<file path="src/rtl/spi_pixel_rx.sv">
// rtl/spi_pixel_rx.sv - SPI slave (mode 0) pixel receiver with address tagging and pixel FIFO.
// Define SPI_PIXEL_RX_RGB565_EN for 2-byte RGB565 pixels (default: 3-byte RGB888).
module spi_pixel_rx #(
  parameter int FIFO_DEPTH   = 16,
  parameter int ADDR_W       = 19,
  parameter int FRAME_PIXELS = 384000
) (
  input  logic              clock_clk,
  input  logic              reset_reset,
  input  logic              iSPI_CLK,
  input  logic              iSPI_CS,
  input  logic              iSPI_MOSI,
  output logic              oSPI_MISO,
  output logic              oPix_valid,
  input  logic              iPix_ready,
  output logic [23:0]       oPix_data,
  output logic [ADDR_W-1:0] oPix_addr,
  output logic              oFrame_done,
  output logic              oOverflow
);

  localparam int PW = $clog2(FIFO_DEPTH);
  localparam int CW = PW + 1;
  localparam int DW = 24 + ADDR_W;
`ifdef SPI_PIXEL_RX_RGB565_EN
  localparam logic [1:0] LAST_BYTE = 2'd1;
  localparam int         ACC_W     = 8;
`else
  localparam logic [1:0] LAST_BYTE = 2'd2;
  localparam int         ACC_W     = 16;
`endif
  localparam logic [PW-1:0]     PTR_ONE   = 1;
  localparam logic [CW-1:0]     CNT_ONE   = 1;
  localparam logic [ADDR_W-1:0] ADDR_ONE  = 1;
  localparam logic [ADDR_W-1:0] ADDR_LAST = ADDR_W'(FRAME_PIXELS - 1);
  localparam logic [CW-1:0]     CNT_FULL  = CW'(FIFO_DEPTH);

  typedef enum logic {IDLE, SHIFT} state_t;
  state_t state_q, state_d;

  logic sclk_meta, sclk_s, sclk_prev;
  logic cs_meta, cs_s, cs_prev;
  logic mosi_meta, mosi_s;

  always_ff @(posedge clock_clk or posedge reset_reset) begin
    if (reset_reset) begin
      sclk_meta <= 1'b0; sclk_s <= 1'b0; sclk_prev <= 1'b0;
      cs_meta   <= 1'b0; cs_s   <= 1'b0; cs_prev   <= 1'b0;
      mosi_meta <= 1'b0; mosi_s <= 1'b0;
    end else begin
      sclk_meta <= iSPI_CLK;  sclk_s <= sclk_meta; sclk_prev <= sclk_s;
      cs_meta   <= iSPI_CS;   cs_s   <= cs_meta;   cs_prev   <= cs_s;
      mosi_meta <= iSPI_MOSI; mosi_s <= mosi_meta;
    end
  end

  logic sclk_rise, sclk_fall, cs_fall, shifting;
  assign sclk_rise = sclk_s & ~sclk_prev;
  assign sclk_fall = ~sclk_s & sclk_prev;
  // Synchronizers reset to 0, so a CS held low across reset release is not a falling edge.
  assign cs_fall   = cs_prev & ~cs_s;
  assign shifting  = (state_q == SHIFT) & ~cs_s;

  always_ff @(posedge clock_clk or posedge reset_reset) begin
    if (reset_reset) state_q <= IDLE;
    else             state_q <= state_d;
  end

  always_comb begin
    state_d = state_q;
    case (state_q)
      IDLE:    if (cs_fall) state_d = SHIFT;
      SHIFT:   if (cs_s)    state_d = IDLE;
      default: state_d = IDLE;
    endcase
  end

  logic [2:0]       bit_cnt;
  logic [6:0]       bit_sr;
  logic [1:0]       byte_cnt;
  logic [ACC_W-1:0] acc;
  logic             push_req;
  logic [23:0]      push_data;
  logic [7:0]       new_byte;
  logic [23:0]      pixel_next;

  assign new_byte = {bit_sr, mosi_s};

`ifdef SPI_PIXEL_RX_RGB565_EN
  logic [4:0] r5, b5;
  logic [5:0] g6;
  assign r5 = acc[7:3];
  assign g6 = {acc[2:0], new_byte[7:5]};
  assign b5 = new_byte[4:0];
  assign pixel_next = {r5, r5[4:2], g6, g6[5:4], b5, b5[4:2]};
`else
  assign pixel_next = {acc, new_byte};
`endif

  always_ff @(posedge clock_clk or posedge reset_reset) begin
    if (reset_reset) begin
      bit_cnt   <= '0;
      bit_sr    <= '0;
      byte_cnt  <= '0;
      acc       <= '0;
      push_req  <= 1'b0;
      push_data <= '0;
    end else begin
      push_req <= 1'b0;
      if ((state_q == SHIFT) && cs_s) begin
        bit_cnt  <= '0;
        byte_cnt <= '0;
      end else if (shifting && sclk_rise) begin
        bit_cnt <= bit_cnt + 3'd1;
        bit_sr  <= new_byte[6:0];
        if (bit_cnt == 3'd7) begin
          acc <= ACC_W'({acc, new_byte});
          if (byte_cnt == LAST_BYTE) begin
            byte_cnt  <= '0;
            push_req  <= 1'b1;
            push_data <= pixel_next;
          end else begin
            byte_cnt <= byte_cnt + 2'd1;
          end
        end
      end
    end
  end

  logic [DW-1:0]     mem [FIFO_DEPTH];
  logic [PW-1:0]     wr_ptr, rd_ptr;
  logic [CW-1:0]     count;
  logic [ADDR_W-1:0] addr_q;
  logic              overflow_q, full, pop, push_ok, last_addr;

  assign full      = (count == CNT_FULL);
  assign pop       = oPix_valid & iPix_ready;
  // A full FIFO still takes the pixel when the head leaves in the same cycle.
  assign push_ok   = push_req & (~full | pop);
  assign last_addr = (addr_q == ADDR_LAST);

  assign oPix_valid  = (count != '0);
  assign {oPix_data, oPix_addr} = oPix_valid ? mem[rd_ptr] : '0;
  assign oFrame_done = push_ok & last_addr;
  assign oOverflow   = overflow_q;

  always_ff @(posedge clock_clk) begin
    if (push_ok) mem[wr_ptr] <= {push_data, addr_q};
  end

  always_ff @(posedge clock_clk or posedge reset_reset) begin
    if (reset_reset) begin
      wr_ptr     <= '0;
      rd_ptr     <= '0;
      count      <= '0;
      addr_q     <= '0;
      overflow_q <= 1'b0;
    end else begin
      if (push_ok) begin
        wr_ptr <= wr_ptr + PTR_ONE;
        addr_q <= last_addr ? '0 : addr_q + ADDR_ONE;
      end
      if (pop) rd_ptr <= rd_ptr + PTR_ONE;
      if (push_ok && !pop)      count <= count + CNT_ONE;
      else if (!push_ok && pop) count <= count - CNT_ONE;
      if (push_req && !push_ok) overflow_q <= 1'b1;
    end
  end

  logic [7:0] status_now, status_q;
  logic       miso_q;
  assign status_now = {overflow_q, full, 6'b0};
  assign oSPI_MISO  = miso_q;

  // Status is snapshotted at each byte start; bit_cnt==0 on a falling edge means a new byte begins.
  always_ff @(posedge clock_clk or posedge reset_reset) begin
    if (reset_reset) begin
      status_q <= '0;
      miso_q   <= 1'b0;
    end else if (state_q == IDLE) begin
      if (cs_fall) begin
        status_q <= status_now;
        miso_q   <= status_now[7];
      end else begin
        miso_q <= 1'b0;
      end
    end else if (cs_s) begin
      miso_q <= 1'b0;
    end else if (sclk_fall) begin
      if (bit_cnt == 3'd0) begin
        status_q <= status_now;
        miso_q   <= status_now[7];
      end else begin
        miso_q <= status_q[3'd7 - bit_cnt];
      end
    end
  end

endmodule
</file>
<file path="config.mk">
export PLATFORM = sky130hd
export DESIGN_NAME = spi_pixel_rx
export DESIGN_NICKNAME = d
export VERILOG_FILES = /design/src/rtl/spi_pixel_rx.sv
export SDC_FILE = /design/constraint.sdc
export NUM_CORES = 1
export LEC_CHECK = 0
export ABC_AREA = 1
export BUFFER_PORTS_ARGS = -buffer_cell sky130_fd_sc_hd__buf_4
export CORE_ASPECT_RATIO = 0.75
export CORE_UTILIZATION = 30
export CTS_CLUSTER_SIZE = 12
export DETAILED_ROUTE_END_ITERATION = 8
export SYNTH_ARGS = -nofsm -noshare
export SYNTH_HDL_FRONTEND = slang
export SYNTH_SLANG_ARGS = --single-unit
</file>
<file path="constraint.sdc">
create_clock -name clock_clk -period 7.6 [get_ports clock_clk]
set_input_delay 0.38 -clock clock_clk [delete_from_list [all_inputs] [get_ports clock_clk]]
set_output_delay 0.38 -clock clock_clk [all_outputs]
set_load 0.005 [all_outputs]
</file>
==> impl_metrics.tcl, run 1 <==
set metrics [dict create \
    outcome "finished, final reports clean" \
    clk_pin_slew_ns 0.06 \
    die_h_um 284 \
    area_growth_pct 12.7 \
    cts_sinks 786 \
    worst_ep_arrival_time_ns 4.41 \
    pwr-share-seq_pct 57.0 \
    ys.warnings.count 0 \
    rows 103 \
    ant_nets 0 \
    holdWs_ns 0.152 \
    yosysMostFrequentCell "nand2_1" \
    route.detailed.wl_per_inst_um 19.4 \
    worstPathMaxFanout 85 \
    cts_tree "built" \
    combPwrFrac_pct 0.6 \
    grt_pass1_wl_um 124000 \
    leakage_nw 13.4 \
    clockRootBuffer "clkbuf_16" \
    crit_required_ns 7.22 \
    grt_setup_unrepaired "false" \
    reg2reg_depth 7 \
    pre_cts_ws_ns 3.48 \
    reg2reg_to "mem[14][42]" \
    yosysTopAreaCell "edfxtp_1" \
    max_stage_delay_ns 0.85 \
    crit_path_top_delay_cell "dfrtp_4" \
    drc 0 \
    p_switching_mw 1.59 \
    clock_latency_ns 0.62 \
    layout.nets 2797 \
    synth_area_leaders "edfxtp_1, nand2_1, nand3_1" \
    synth.avg_cell_area_sq_um 11.5 \
    async_flop_share_pct 12.5 \
    worst_slew_pin_slew_ns 1.12 \
    dp.cells 4111 \
    synth_top_area_share_pct 65.0 \
    grt_usage_pct 15.2 \
    gp_congestion 0.786 \
    holdPathStages 3 \
    drive_gt1_share_pct 7.03 \
    dpl-instance-area_sq_um 33600 \
    setup_tns_ns 0 \
    end_kind "output port" \
    antenna_found_initial 2 \
    seq_area_frac_synth_pct 72.7 \
    timing.fmax_mhz 209 \
    port-buffer-count 52 \
    finalHoldViolCount 0 \
    numCtsBuffers 77 \
    endpoint "oPix_data[5]" \
    overflow 0 \
    path_cells "buf_4 -> buf_4 -> nand2_1 -> nand3_1 -> nand3_1 -> nand2_1 -> nand2_1 -> a21oi_1 -> buf_4" \
    p_int_mw 6.57 \
    fin_cells 4235 \
    critPathLaunchType "flip-flop" \
    syn_nets 2789 \
    worstReg2RegStart "count[0]" \
    stdcell_area_sq_um 35800 \
    ys_ff_latch 786 \
    setup_ws_ns 2.81 \
    maxCapViolCount 0 \
    synth_edf_count 688 \
    drtIter0Drc 2150 \
    path_class "flip-flop to output port" \
    p_sw_share_pct 19.5 \
    slew_violations 0 \
    clkPwrFrac_pct 42.4 \
    hpwlAfterDp_um 44700 \
    cp-startpoint "rd_ptr[0]" \
    finalSetupViolCount 0 \
    dr.pass1.iters 5 \
    die_area_sq_um 107000 \
    via_count 20351 \
    synth_area_sq_um 31800 \
    synth_common_cells "nand2_1, edfxtp_1, nand3_1" \
    num_io_pins 53 \
    grt_max_degree 179 \
    clock_skew_ns 0.0189 \
    reg2reg_slack_ns 3.65 \
    ys.flop_type "edfxtp_1" \
    die_w_um 378 \
    fin_crit_ns 4.79 \
    ir_drop_mv 0.150 \
    hold_path.class "input pin to flip-flop" \
    cts.repair.resized 0 \
    via_per_inst 4.81 \
    first_global_vias 19323 \
    slew_headroom_pct 25.6 \
    cts_buffer_depth 3 \
    ys_types 29 \
    p_per_area_nw_per_um2 228 \
    wirelength_um 82100 \
    cts_max_level 3 \
    initial_core_util_pct 30.2 \
    core_area_sq_um 105000 \
    finalCritPeriodShare_pct 63.0 \
    antenna_cells 0 \
    syn_inst 2769 \
]
layout make-up:
class	instances	area, sq um
well taps	1417	1770
clock buffers	114	2120
repair buffers	89	691
multi-input cells	1756	7830
flip-flops and latches	786	23100
inverters	67	269
clock inverters	6	32.5
fillers	10365	69300
cell families after synthesis:
group	after synthesis	share of synthesized area, %
simple gates	1601	21.2
compound gates	122	1.93
fa+ha+maj	14	0.574
xor+xnor	19	0.523
flops	786	72.7
buf+inv	227	3.09
metal layers:
layer  GRT usage (%)  vias to the layer above  wire (um)
met5               0                        -          0
met4            3.63                        0       1570
met1            23.2                     9978      38900
met2            22.0                      673      35400
li1                -                     9582          -
met3            2.92                      118       6170
through the flow:
step	utilization, %	total power [mW]
2_1_floorplan	-	4.77
3_3_place_gp	32.0	4.79
3_5_place_dp	32.0	4.79
4_1_cts	34.1	8.21
5_1_grt	34.1	8.37
6_report	34.1	8.15
worst min path at each step:
stage	from	to	slack [ns]
after floorplan	cs_meta	cs_s	0.33
after global placement	sclk_meta	sclk_s	0.33
after detailed placement	cs_meta	cs_s	0.34
after CTS	iPix_ready	rd_ptr[0]	0.15
after global routing	iPix_ready	rd_ptr[0]	0.17
final	iPix_ready	rd_ptr[0]	0.15
power groups by stage:
stage               Combinational (mW)  Clock, mW  Sequential (mW)
floorplan                       0.0298          0             4.74
global placement                0.0449          0             4.74
detailed placement              0.0458          0             4.74
CTS                             0.0478       3.51             4.65
global route                    0.0558       3.67             4.65
finish                          0.0457       3.46             4.65
cells in the final DEF, fill, tap and decap left out, types with 2 or more instances in the layout:
| cell type | count |
|---|---|
| o21ai_1 | 14 |
| nor2_4 | 17 |
| dfrtp_4 | 3 |
| o21ai_0 | 58 |
| nand2_1 | 992 |
| ha_1 | 13 |
| inv_1 | 61 |
| inv_6 | 2 |
| clkbuf_1 | 34 |
| nor2_1 | 30 |
| xor2_1 | 14 |
| inv_2 | 2 |
| nand4_1 | 12 |
| buf_4 | 84 |
| clkinv_1 | 3 |
| nand3_1 | 540 |
| xnor2_1 | 5 |
| nand3b_1 | 2 |
| clkbuf_16 | 79 |
| a21oi_1 | 49 |
| dlygate4sd3_1 | 4 |
| nor3_1 | 4 |
| dfrtp_1 | 94 |
| inv_4 | 2 |
| edfxtp_1 | 688 |
worst max-delay path: cells and delay by family, from the launching register on:
kind                   cells  cell delay, ns
AO/OA/AOI/OAI              1            0.42
buffers and inverters      3            1.83
flip-flops                 1            0.85
AND/OR/NAND/NOR            5            0.49
state kept, by name (all words and copies together) (netlist names), 2 cells and up:
signal	flops
push_data	24
rd_ptr	4
acc	16
byte_cnt	2
wr_ptr	4
count	5
bit_cnt	3
bit_sr	7
mem	688
addr_q	19
status_q	2
repair_timing:
action | CTS | global route
hold buffers | 4 | 0
buffers inserted | 0 | 0
hold endpoints to repair | 46 | 0
Power figures use the tool's default switching activity.
==> inputs of run 2 (changes only) <==
==> constraint.sdc (replaced) <==
create_clock -name clock_clk -period 4.18 [get_ports clock_clk]
set_input_delay 0.209 -clock clock_clk [delete_from_list [all_inputs] [get_ports clock_clk]]
set_output_delay 0.209 -clock clock_clk [all_outputs]
set_load 0.005 [all_outputs]
==> impl_metrics.tcl, run 2 (same netlist as run 1, synthesis figures left out) <==
set metrics [dict create \
    cp_top_family "simple AND/OR/NAND/NOR gates" \
    core_area_sq_um 105000 \
    finalCritPeriodShare_pct 82.6 \
    reg_top3 "mem (688), push_data (24), addr_q (19)" \
    clockRootBuffer "clkbuf_16" \
    slew_violations 0 \
    antenna_found_initial 0 \
    area_growth_pct 14.5 \
    clk_pin_slew_ns 0.06 \
    layout.nets 2810 \
    cts.repair.resized 0 \
    hold_path.class "input pin to flip-flop" \
    rows 103 \
    max_stage_delay_ns 0.82 \
    maxCapViolCount 0 \
    worst_slew_pin_slew_ns 1.13 \
    reg2reg_slack_ns 0.73 \
    cp.depth 7 \
    die_h_um 284 \
    p_per_area_nw_per_um2 421 \
    path_class "flip-flop to flip-flop" \
    worst_ep_arrival_time_ns 3.77 \
    ir_drop_mv 0.249 \
    grt_pass1_wl_um 125000 \
    path_cells "nor2_1 -> nand4_1 -> nand2_2 -> inv_1 -> nand2_1 -> nor2_4 -> buf_12" \
    crit_path_top_delay_cell "nor2_4" \
    num_io_pins 53 \
    via_count 20452 \
    crit_required_ns 4.49 \
    die_w_um 378 \
    via_per_inst 4.80 \
    grt_usage_pct 15.3 \
    end_kind "flip-flop" \
    cts_tree "built" \
    cts_max_level 3 \
    grt_max_degree 210 \
    reg2reg_depth 7 \
    outcome "finished, final reports clean" \
    first_global_vias 19600 \
    final_common_cell "nand2_1" \
    port-buffer-count 52 \
    timing.fmax_mhz 290 \
    finalHoldViolCount 0 \
    holdPathStages 2 \
    antenna_cells 0 \
    seq_area_sq_um 23100 \
    route.detailed.wl_per_inst_um 19.2 \
    leakage_nw 13.6 \
    drive_gt1_share_pct 7.78 \
    clock_skew_ns 0.0188 \
    stdcell_area_sq_um 36400 \
    finalSetupViolCount 0 \
    fin_crit_ns 3.45 \
    top_register "mem" \
    layout_common_cells "nand2_1, edfxtp_1, nand3_1, dfrtp_1, clkbuf_16" \
    initial_core_util_pct 30.2 \
    dpl-instance-area_sq_um 34000 \
    drc 0 \
    fill_cells 10311 \
    grt_setup_unrepaired "false" \
    gp_congestion 0.777 \
    dr.pass1.iters 6 \
    slew_headroom_pct 24.4 \
    multi_input_area_sq_um 7830 \
    wirelength_um 81900 \
    cts_buffer_depth 3 \
    largest_reg_flops 688 \
    hpwlAfterDp_um 44100 \
    cts_sinks 786 \
    worstPathMaxFanout 25 \
    setup_tns_ns 0 \
    overflow 0 \
    critPathLaunchType "flip-flop" \
    path_buf_inv 2 \
    numCtsBuffers 79 \
    drtIter0Drc 1871 \
    ant_nets 0 \
    die_area_sq_um 107000 \
    clock_latency_ns 0.63 \
]
[run 2: cell count changes in the layout (fill, tap and decap cells not counted), moves of 2 or more]
cell / delta
clkinv_1: +3
clkbuf_8: +4
inv_6: +2
buf_4: -10
buf_12: +20
clkbuf_1: -4
bufinv_16: +3
clkbuf_16: +4
[run 2: worst paths after layout]
path                                  start       endpoint
worst min register to register    sclk_meta         sclk_s
worst max-delay path               count[0]    mem[13][38]
min in group asynchronous       reset_reset      sclk_meta
worst max register to register     count[0]    mem[13][38]
max in group asynchronous       reset_reset  push_data[16]
worst min-delay path               iSPI_CLK      sclk_meta
[run 2: worst reg2reg max path, stage by stage (launching register included)]
cell,delay (ns)
dfrtp_1,0.42
nor2_1,0.10
nand4_1,0.15
nand2_2,0.27
inv_1,0.62
nand2_1,0.41
nor2_4,0.82
buf_12,0.32
[run 2: area by class of cell]
type / instances / area share [%]
inverter: 67 / 0.738
timing repair buffer: 100 / 2.82
clock buffer: 118 / 6.20
clock inverter: 14 / 0.409
tap: 1417 / 4.87
sequential: 786 / 63.5
multi-input combinational: 1756 / 21.5
[run 2: where the power goes]
part           switching [mW]  internal (mW)  leakage [nW]
clock network            2.89           3.90          1.17
logic                  0.0616         0.0262          3.92
registers              0.0132           8.44          8.50
[run 2: per-layer routing]
layer / routed length, um / share of wire, % / track usage, % / vias to the layer above
met2: 36700 / 45 / 23.0 / 637
met4: 1480 / 1.8 / 3.33 / 0
met3: 5490 / 6.7 / 2.98 / 118
met1: 38300 / 47 / 22.6 / 10057
li1: - / - / - / 9640
met5: 0 / 0 / 0 / -
[run 2: repair_timing]
item / 4_1_cts / 5_1_grt
setup endpoints to repair: 0 / 0
buffers inserted: 0 / 0
endpoints found under the hold margin: 64 / 0
hold buffers: 5 / 0
[run 2: stage by stage]
stage,worst slack (ns),power [mW],util (%),hold WS (ns),std cells
global route,0.474,15.8,34.6,0.203,4258
detailed placement,0.786,8.71,32.3,0.320,4121
CTS,0.754,15.5,34.6,0.181,4258
floorplan,0.784,8.67,-,0.240,2769
finish,0.726,15.3,34.6,0.224,4258
global placement,0.821,8.71,32.3,0.321,4121
